==> config.mk <==
export PLATFORM = sky130hd
export DESIGN_NAME = seg_scan_ctrl
export DESIGN_NICKNAME = d
export VERILOG_FILES = /design/src/rtl/seg_scan_ctrl.sv
export SDC_FILE = /design/constraint.sdc
export NUM_CORES = 1
export LEC_CHECK = 0
export BUFFER_PORTS_ARGS = -buffer_cell sky130_fd_sc_hd__buf_2
export CORE_UTILIZATION = 45
export DETAILED_ROUTE_END_ITERATION = 7
export GPL_ROUTABILITY_DRIVEN = 0
export MAX_ROUTING_LAYER = met4
export PLACE_DENSITY_LB_ADDON = 0.12
export SETUP_SLACK_MARGIN = 0.15
export SLEW_MARGIN = 30
export SYNTH_ARGS = -nofsm -noshare
export SYNTH_HDL_FRONTEND = slang
export SYNTH_SLANG_ARGS = --single-unit
==> constraint.sdc <==
create_clock -name clk -period 2.7 [get_ports clk]
set_input_delay 0.54 -clock clk [delete_from_list [all_inputs] [get_ports clk]]
set_output_delay 0.54 -clock clk [all_outputs]
set_load 0.05 [all_outputs]
==> src/rtl/seg_scan_ctrl.sv <==
// Multiplexed 7-segment scan controller: cycles NUM_DIGITS digits with a blanking gap,
// double-buffering digit values so a frame is never shown with mixed old/new data.
`timescale 1ns/1ps
module seg_scan_ctrl #(
  parameter int NUM_DIGITS = 4,
  parameter int ON_CYCLES  = 1000,
  parameter int GAP_CYCLES = 16
) (
  input  logic                    clk,
  input  logic                    rst,
  input  logic                    en,
  input  logic                    wr_valid,
  output logic                    wr_ready,
  input  logic [3*NUM_DIGITS-1:0] wr_data,
  output logic [6:0]              seg,
  output logic [NUM_DIGITS-1:0]   an,
  output logic                    frame_done
);

  localparam int CNT_MAX = (ON_CYCLES > GAP_CYCLES) ? ON_CYCLES : GAP_CYCLES;
  localparam int CW      = $clog2(CNT_MAX + 1);
  localparam int DW      = $clog2(NUM_DIGITS);
  localparam logic [CW-1:0] ON_LAST    = CW'(ON_CYCLES - 1);
  localparam logic [CW-1:0] GAP_LAST   = CW'((GAP_CYCLES > 0) ? GAP_CYCLES - 1 : 0);
  localparam logic [DW-1:0] LAST_DIGIT = DW'(NUM_DIGITS - 1);

  typedef enum logic [1:0] {S_OFF, S_ON, S_GAP} state_t;

  state_t                  state_q, state_d;
  logic [DW-1:0]           digit_q, digit_d;
  logic [CW-1:0]           cnt_q, cnt_d;
  logic [3*NUM_DIGITS-1:0] disp_q, disp_d;
  logic [3*NUM_DIGITS-1:0] pend_q, pend_d;
  logic                    pend_full_q, pend_full_d;
  logic [6:0]              seg_q, seg_d;
  logic [NUM_DIGITS-1:0]   an_q, an_d;
  logic                    wr_ready_q, wr_ready_d;
  logic                    frame_done_q, frame_done_d;
  logic                    boundary;
  logic                    accept;
  logic [DW-1:0]           next_digit;
  logic                    digit_wrap;

  function automatic logic [6:0] dec7(input logic [2:0] v);
    case (v)
      3'd0:    dec7 = 7'b0000001;
      3'd1:    dec7 = 7'b1001111;
      3'd2:    dec7 = 7'b0010010;
      3'd3:    dec7 = 7'b0000110;
      3'd4:    dec7 = 7'b1001100;
      3'd5:    dec7 = 7'b0100100;
      3'd6:    dec7 = 7'b0100000;
      default: dec7 = 7'b0001111;
    endcase
  endfunction

  always_comb begin
    state_d      = state_q;
    digit_d      = digit_q;
    cnt_d        = cnt_q;
    disp_d       = disp_q;
    pend_d       = pend_q;
    pend_full_d  = pend_full_q;
    boundary     = 1'b0;
    accept       = wr_valid & wr_ready_q;
    digit_wrap   = (digit_q == LAST_DIGIT);
    next_digit   = digit_wrap ? '0 : digit_q + 1'b1;

    if (!en) begin
      state_d = S_OFF;
      digit_d = '0;
      cnt_d   = '0;
    end else begin
      case (state_q)
        S_OFF: begin
          state_d = S_ON;
          digit_d = '0;
          cnt_d   = '0;
        end
        S_ON: begin
          if (cnt_q == ON_LAST) begin
            cnt_d = '0;
            // With no gap, the next digit lights on the very next cycle.
            if (GAP_CYCLES == 0) begin
              digit_d  = next_digit;
              boundary = digit_wrap;
            end else begin
              state_d = S_GAP;
            end
          end else begin
            cnt_d = cnt_q + 1'b1;
          end
        end
        S_GAP: begin
          if (cnt_q == GAP_LAST) begin
            cnt_d    = '0;
            state_d  = S_ON;
            digit_d  = next_digit;
            boundary = digit_wrap;
          end else begin
            cnt_d = cnt_q + 1'b1;
          end
        end
        default: state_d = S_OFF;
      endcase
    end

    // disp only changes while dark, at OFF entry, or on the frame boundary edge.
    if (state_q == S_OFF) begin
      if (accept) disp_d = wr_data;
    end else if (state_d == S_OFF || boundary) begin
      if (pend_full_q) begin
        disp_d      = pend_q;
        pend_full_d = 1'b0;
      end else if (accept) begin
        disp_d = wr_data;
      end
    end else if (accept) begin
      pend_d      = wr_data;
      pend_full_d = 1'b1;
    end

    an_d  = '1;
    seg_d = 7'h7F;
    if (state_d == S_ON) begin
      an_d[digit_d] = 1'b0;
      seg_d         = dec7(disp_d[3*digit_d +: 3]);
    end
    wr_ready_d   = !pend_full_d;
    frame_done_d = boundary;
  end

  always_ff @(posedge clk or posedge rst) begin
    if (rst) begin
      state_q      <= S_OFF;
      digit_q      <= '0;
      cnt_q        <= '0;
      disp_q       <= '0;
      pend_q       <= '0;
      pend_full_q  <= 1'b0;
      seg_q        <= 7'h7F;
      an_q         <= '1;
      wr_ready_q   <= 1'b1;
      frame_done_q <= 1'b0;
    end else begin
      state_q      <= state_d;
      digit_q      <= digit_d;
      cnt_q        <= cnt_d;
      disp_q       <= disp_d;
      pend_q       <= pend_d;
      pend_full_q  <= pend_full_d;
      seg_q        <= seg_d;
      an_q         <= an_d;
      wr_ready_q   <= wr_ready_d;
      frame_done_q <= frame_done_d;
    end
  end

  assign seg        = seg_q;
  assign an         = an_q;
  assign wr_ready   = wr_ready_q;
  assign frame_done = frame_done_q;

endmodule

* After elaboration in Yosys (flattened, before gate mapping)
Index checks and enable logic that the tools add are counted.
** Cells by class
- Bitwise operators :: 4
- Equal/unequal tests :: 13
- $add $sub $neg :: 2
- Shifts and indexed selects :: 1
- Reductions and logical operators :: 7
- Muxes and demuxes :: 27
- Multipliers :: 1
- Order comparisons :: 2
** Operator list (count)
- one-hot mux 7 bit (7 select lines) :: 1
- two-way mux 12 bit :: 4
- two-way mux 10 bit :: 3
- one-hot mux 10 bit (3 select lines) :: 1
- two-way mux 2 bit :: 6
- indexed part select 12 x 5 -> 3 bit :: 1
- adder 10 x 1 -> 10 bit (second input constant) :: 1
- == test 10 bit (second input constant) :: 1
- == test 10 x 4 -> 1 bit (second input constant) :: 1
- == test 3 bit (second input constant) :: 3
- two-way mux 1 bit :: 7
- two-way mux 7 bit :: 1
- == test 3 x 2 -> 1 bit (second input constant) :: 2
- one-hot mux 2 bit (3 select lines) :: 1
- == test 2 x 1 -> 1 bit (second input constant) :: 2
- == test 2 bit (second input constant) :: 2
- zero test 2 bit :: 2
- multiplier 2 x 2 -> 4 bit (first input constant) :: 1
- two-way mux 4 bit :: 1
- inequality test 4 x 1 -> 1 bit (second input constant) :: 1
- inverter 4 bit :: 1
- one-hot mux 2 bit (2 select lines) :: 1
- == test 3 x 1 -> 1 bit (second input constant) :: 1
- zero test 3 bit :: 1
- other kinds (10) :: 11
** Word-level totals
- Output and inout port bits :: 13
- Logic and storage cells :: 67
- Input port bits :: 16
- Flip-flop bits (word level) :: 52

* Longest topological paths before layout
Gate-level depths: netlist (run 1).
- Depth in word-level cells :: 12
- Depth in mapped cells :: 13
- Depth with buffers taken out :: 11

* Least setup slack after synthesis (run 1)
Ideal clock, no wire load.
- Kind :: reg2reg
- Start point :: reg cnt_q[0]
- End point :: reg seg_q[5], in the netlist seg[5]
- Arrival :: 2.611 ns
- Stages on the path, launching flop included :: 13
- Path buffers :: 2
- Library setup time :: 0.093 ns
- Required time :: 2.607 ns
- Clock period less this slack :: 2.704 ns
- Slack :: -0.004 ns
- Cell sequence :: dfrtp_1 -> ha_1 -> and3_1 -> clkbuf_1 -> nand4_1 -> nand3_2 -> o21ai_1 -> buf_2 -> mux2_2 -> a211o_1 -> nand4_4 -> xnor2_1 -> o21ai_1
** Between the ends
- Word-level cells in the longest chain between the ends :: 12
- Elaborated cells between the ends (all ways) :: 28
- Those cells by class :: 1 x mul; 9 x eq/ne; 1 x shift; 14 x mux; 3 x reduce/logical
** RTL lines
- start: declaration :: line 31 : logic [CW-1:0] cnt_q, cnt_d;
- start signal: assignment :: line 148 : cnt_q <= cnt_d;
- branches (longest 11 deep; another with multiplier 2 x 2 -> 4 bit)
- two-way mux 7 bit (*) :: line 125 : if (state_d == S_ON) begin
- named net seg_d[5] :: line 35 : logic [6:0] seg_q, seg_d;
- end signal: assignment :: line 152 : seg_q <= seg_d;
- end: declaration :: line 35
Mark *: on every way through the listed nets, which the timed path passes.
A chain may end at the register's enable or synchronous reset.

* Final worst setup path (run 1)
- Start point :: reg cnt_q[8]
- End point :: reg seg_q[3], in the netlist seg[3]
Same word-level chain as after synthesis.

==> reports/results.tsv, run 1 <==
metric	value	unit
status	finished with violations	
violations	design-rule violations, negative setup slack	
grt_use_total	0.2607	
cp_max_fo	8	
rsz0062_at_grt	true	
hpwlAfterDp	5.770	mm
dieArea	0.007106	sq mm
wirelength	8.839	mm
yosysWarningCount	0	
vias	2809	
clock.fmax	363.5	MHz
diodes	0	
power.leakage	1.948	nW
ys_ff_latch	52	
critPathMaxStageDelay	440	ps
r2r_cells	10	
detail_route.vias_per_cell	5.804	
synth.cell_area	0.003048	sq mm
ys.flop_type	dfrtp_1	
finalPower	2.921	mW
worst-path-buf-inv	1	
cp.arrival	3000	ps
power_switching	1.031	mW
crit-reg2reg-launch	cnt_q[8]$_DFFE_PP0P_	
required	2950	ps
grt_pass1_vias	2821	
area_growth	42.16	%
worst_path_max_delay_cell	a221o_1	
synth.top_cell.area_share	0.3284	
start_util	0.4719	
min_path_type	in -> async	
wl_per_cell	18.26	um
worst_slack	-51.02	ps
cp_cell_sequence	nor4_4, nand4_1, a221o_1, o211ai_4, a211oi_2, o31ai_4, a211oi_4, buf_12, o31a_1, o21ai_1	
finClkSkew	10.35	ps
placementRows	29	
timing.final.crit_share	1.019	
clockBufferDepth	2	
cp-end-kind	flip-flop	
io_pins	29	
overflow	0	
path_delay_family	compound AO/OA/AOI/OAI gates	
syn_nets	327	
die_w	84.30	um
fill_cells	492	
final_cells	484	
drt-initial-drc-count	154	
route.antenna.remaining_nets	0	
final_nets	428	
power_density	674.2	mW/mm^2
dp_cells	456	
finalHoldViolCount	0	
ctsHtreeMaxLevel	2	
critical_path_class	reg -> reg	
reg2reg_slack	-50	ps
synthTopCellsByArea	dfrtp_1, dfstp_2, mux2_2	
period_needed	2751	ps
antenna_found_initial	0	
async_flop_share	1.000	
avgSynthCellArea	9.993	sq um
grt_start_max_net_pins	53	
clk_pin_slew	110	ps
power.share.clock	0.227	
clkLatencyLatePin	320	ps
worst_slew_pin_slew	418.9	ps
hold_buffers	0	
startpoint_type	flip-flop	
yosys.area.top_type	dfrtp_1	
grt_pass1_wl	14.08	mm
cts_root_buf	clkbuf_8	
drc	4	
seq_area_frac_synth	0.4319	
setup_violations	2	
synth_edf_count	0	
r2r-end	seg[3]$_DFF_PP1_	
power_frac_comb	0.399	
firstDrtPassIters	6	
synth.distinct_cells	58	
drive_gt1_frac	0.4840	
seqPwrFrac	0.373	
max_slew_margin	0.7186	
tritoncts	built	
io_buffers	28	
finalMaxSlewViolations	0	
postSynthCellCount	305	
die_h	84.30	um
cts_buffers	5	
ir_drop	0.5235	mV
internal_power	1.890	mW
p_sw_frac	0.3530	
cts.sinks	52	
drv_cap	0	
core	0.006459	sq mm
logic make-up after synthesis:
kind of cell | count (synthesis) | share of synthesized area
flip-flops | 52 | 0.4319
multiplexers | 28 | 0.09976
XOR/XNOR | 5 | 0.01437
AND/OR/NAND/NOR | 119 | 0.2061
buffers and inverters | 22 | 0.03325
adder cells (fa/ha/maj) | 6 | 0.02463
AO/OA/AOI/OAI | 73 | 0.1901
timing repair:
item,CTS,global route
buffers inserted,11,8
setup endpoints to repair,19,19
gates cloned,1,0
endpoints found under the hold margin,0,0
gates resized for setup,55,22
pin swaps,17,20
metal layers:
metal	vias up	GRT usage	part of all wire
met5	-	-	0
met4	0	0.07053	0.017
met2	98	0.4069	0.47
met3	14	0.04326	0.050
met1	1377	0.3532	0.47
li1	1320	-	-
cell usage in the layout, fill, tap and decap left out, types with 4 or more instances in the layout:
master and n:
o21ai_0 13, o211ai_1 4, and3_1 6, a21oi_1 9, mux2i_1 9, dfrtp_1 40, a211oi_4 4, buf_6 14
o21ai_1 4, mux2_2 6, nand2_1 26, nor3_1 6, nor2_1 32, buf_2 28, mux2_4 13, nand3_1 10
buf_4 60, inv_1 7, dfstp_2 12, clkbuf_8 5, xnor2_1 4
stage by stage:
| stage | hold slack (ps) | TNS, ps | instance area (sq um) | utilization | setup WS [ps] |
|---|---|---|---|---|---|
| 6_report | 242.7 | -64.44 | 4333 | 0.6709 | -51.02 |
| 5_1_grt | 289.7 | -850.7 | 4333 | 0.6709 | -177.5 |
| 4_1_cts | 270.5 | -17.53 | 4165 | 0.6449 | -15.88 |
| 3_5_place_dp | 499.3 | -2431 | 3682 | 0.5701 | -189.6 |
| 3_3_place_gp | 495.4 | -2737 | 3682 | 0.5701 | -180.4 |
| 2_1_floorplan | 481.3 | 0 | 3059 | - | 44.39 |
tightest hold or removal path: cells and delay by family:
family / cells / cell delay [ps]
buffers and inverters: 3 / 410
worst max path at each step:
stage,startpoint,to,cells after the start
2_1_floorplan,cnt_q[0]$_DFFE_PP0P_,seg[5]$_DFF_PP1_,12
3_3_place_gp,cnt_q[0]$_DFFE_PP0P_,pend_q[9]$_DFFE_PP0P_,11
3_5_place_dp,cnt_q[0]$_DFFE_PP0P_,seg[3]$_DFF_PP1_,11
4_1_cts,cnt_q[5]$_DFFE_PP0P_,seg[3]$_DFF_PP1_,10
5_1_grt,cnt_q[8]$_DFFE_PP0P_,seg[3]$_DFF_PP1_,10
6_report,cnt_q[8]$_DFFE_PP0P_,seg[3]$_DFF_PP1_,10
flip-flops by register name, summed over array words and instances (netlist names):
signal	flops
an	4
cnt_q	10
digit_q	2
disp_q	12
frame_done	1
pend_full_q	1
pend_q	12
seg	7
state_q	2
wr_ready	1
area by class of cell:
class / count / area [sq um] / share of cell area
clock buffers: 5 / 68.82 / 0.01588
clock inverters: 3 / 68.82 / 0.01588
inverters: 10 / 37.54 / 0.008663
multi-input cells: 232 / 1942 / 0.4482
flip-flops and latches: 52 / 1316 / 0.3038
well taps: 77 / 96.34 / 0.02224
repair buffers: 105 / 803.3 / 0.1854
power by group through the flow:
stage	Combinational [mW]	Sequential [mW]	Clock, mW
after global placement	0.919	1.09	0
after floorplan	0.563	1.21	0
after global routing	1.25	1.11	0.698
final	1.17	1.09	0.664
after CTS	1.08	1.08	0.671
after detailed placement	0.930	1.09	0
Yosys cell counts (2+ instances only):
cell type and instances:
and2_1 3, buf_2 3, nor2_1 34, o211ai_1 4, nor3_1 9, nand2_1 28
nand4b_1 2, o211a_1 4, nand4_1 3, inv_1 10, o2111ai_1 3, mux2i_1 9
o31ai_1 3, or3_1 3, and3_1 9, o21ai_0 16, nand2b_1 2, dfstp_2 12
xnor2_1 4, a31o_2 2, a211oi_2 4, a31oi_1 5, o21ai_1 5, o211ai_4 2
dfrtp_1 40, buf_6 2, a211o_1 2, nand3_1 10, a22o_1 3, mux2_2 19
clkbuf_1 7, nor3b_1 3, a21oi_1 9, ha_1 6, nand3b_1 2
Power figures use the tool's default switching activity.
==> run 2: changes to the inputs <==
Clock period 2.7 ns to 2.51 ns, I/O delays scaled along.
==> reports/results.tsv, run 2 (synthesis gave the netlist of run 1 again) <==
metric	value	unit
firstDrtPassIters	6	
power_density	675.5	mW/mm^2
diodes	0	
hold_slack	242.8	ps
top_regs	disp_q x12, pend_q x12, cnt_q x10	
placed_cell_area	0.003765	sq mm
finalHoldViolCount	0	
mostFrequentLayoutCell	buf_4	
clock.fmax	360.7	MHz
startpoint	state_q[0]$_DFF_PP0_	
final_nets	440	
start_util	0.4719	
antenna_found_initial	0	
setup_violations	7	
startpoint_type	flip-flop	
cts.sinks	52	
io_buffers	28	
crit-reg2reg-launch	state_q[0]$_DFF_PP0_	
dieArea	0.007106	sq mm
tritoncts	built	
die_h	84.30	um
cts_buffers	5	
clkLatencyLatePin	310	ps
drc	1	
die_w	84.30	um
finalMaxSlewViolations	0	
cp_max_fo	8	
wl_per_cell	17.93	um
io_pins	29	
clockBufferDepth	2	
ir_drop	0.6305	mV
max_slew_margin	0.6157	
vias	2844	
cp-end-kind	flip-flop	
cts_root_buf	clkbuf_8	
design_area	0.004384	sq mm
drive_gt1_frac	0.5060	
timing.final.crit_share	1.104	
period_needed	2772	ps
placementRows	29	
r2r_cells	12	
wirelength	8.891	mm
final_cell_mix	buf_4, dfrtp_1, nor2_1, buf_2, nand2_1	
min_path_type	in -> async	
drv_cap	0	
grt_use_total	0.2666	
area_growth	43.84	%
core	0.006459	sq mm
finClkSkew	10.95	ps
hpwlAfterDp	6.023	mm
detail_route.vias_per_cell	5.734	
worst_slack	-262.1	ps
route.antenna.remaining_nets	0	
power.leakage	2.002	nW
violations	design-rule violations, negative setup slack	
required	2760	ps
reg2reg_slack	-260	ps
grt_pass1_vias	2863	
cp.arrival	3020	ps
rsz0062_at_grt	true	
clk_pin_slew	100	ps
hold_buffers	0	
drt-initial-drc-count	134	
r2r-end	seg[6]$_DFF_PP1_	
overflow	0	
grt_start_max_net_pins	28	
ctsHtreeMaxLevel	2	
tns	-1571	ps
finalPower	2.961	mW
status	finished with violations	
grt_pass1_wl	14.35	mm
worst_slew_pin_slew	575.6	ps
critical_path_class	reg -> reg	
run 2: per-layer routing:
metal | vias up | share of wire | global-route usage
li1 | 1350 | - | -
met1 | 1401 | 0.47 | 0.3693
met2 | 79 | 0.46 | 0.4046
met3 | 14 | 0.053 | 0.04621
met4 | 0 | 0.014 | 0.07367
met5 | - | 0 | -
run 2: final cells by class:
cell class / count / area [sq um]
well taps: 77 / 96.34
clock buffers: 6 / 82.58
clock inverters: 2 / 13.76
inverters: 10 / 37.54
repair buffers: 117 / 869.6
fillers: 488 / 2074
multi-input cells: 232 / 1967
flip-flops and latches: 52 / 1318
run 2: critical path, stage by stage, from the launching register on:
cell and delay, ps:
dfrtp_2 460, inv_2 90, ha_4 140, buf_4 150
nand4_1 120, a221o_1 430, o211a_1 280, buf_6 160
a211oi_4 300, nand2_2 100, and4_4 220, xnor2_1 120
o21ai_1 140
run 2: worst max-delay path by stage:
stage | endpoint | slack [ps] | cells after the start
finish | seg[6]$_DFF_PP1_ | -260 | 12
global route | seg[6]$_DFF_PP1_ | -400 | 11
CTS | seg[5]$_DFF_PP1_ | -220 | 12
detailed placement | seg[6]$_DFF_PP1_ | -360 | 11
global placement | seg[6]$_DFF_PP1_ | -350 | 11
floorplan | seg[5]$_DFF_PP1_ | -150 | 12
run 2: metrics by stage:
stage | cells | utilization | setup WS (ps)
2_1_floorplan | 305 | - | -145.6
3_3_place_gp | 467 | 0.5829 | -347.6
3_5_place_dp | 467 | 0.5829 | -358.3
4_1_cts | 490 | 0.6426 | -216.2
5_1_grt | 496 | 0.6788 | -399.4
6_report | 496 | 0.6788 | -262.1
run 2: where the power goes:
| group | internal (mW) | switching [mW] |
|---|---|---|
| sequential | 1.06 | 0.111 |
| combinational | 0.570 | 0.705 |
| clock | 0.226 | 0.294 |
run 2: what timing repair did:
| item | CTS | global route |
|---|---|---|
| gates cloned | 2 | 0 |
| setup endpoints to repair | 20 | 20 |
| pin swaps | 14 | 24 |
| buffers inserted | 13 | 6 |
| gates resized for setup | 37 | 44 |
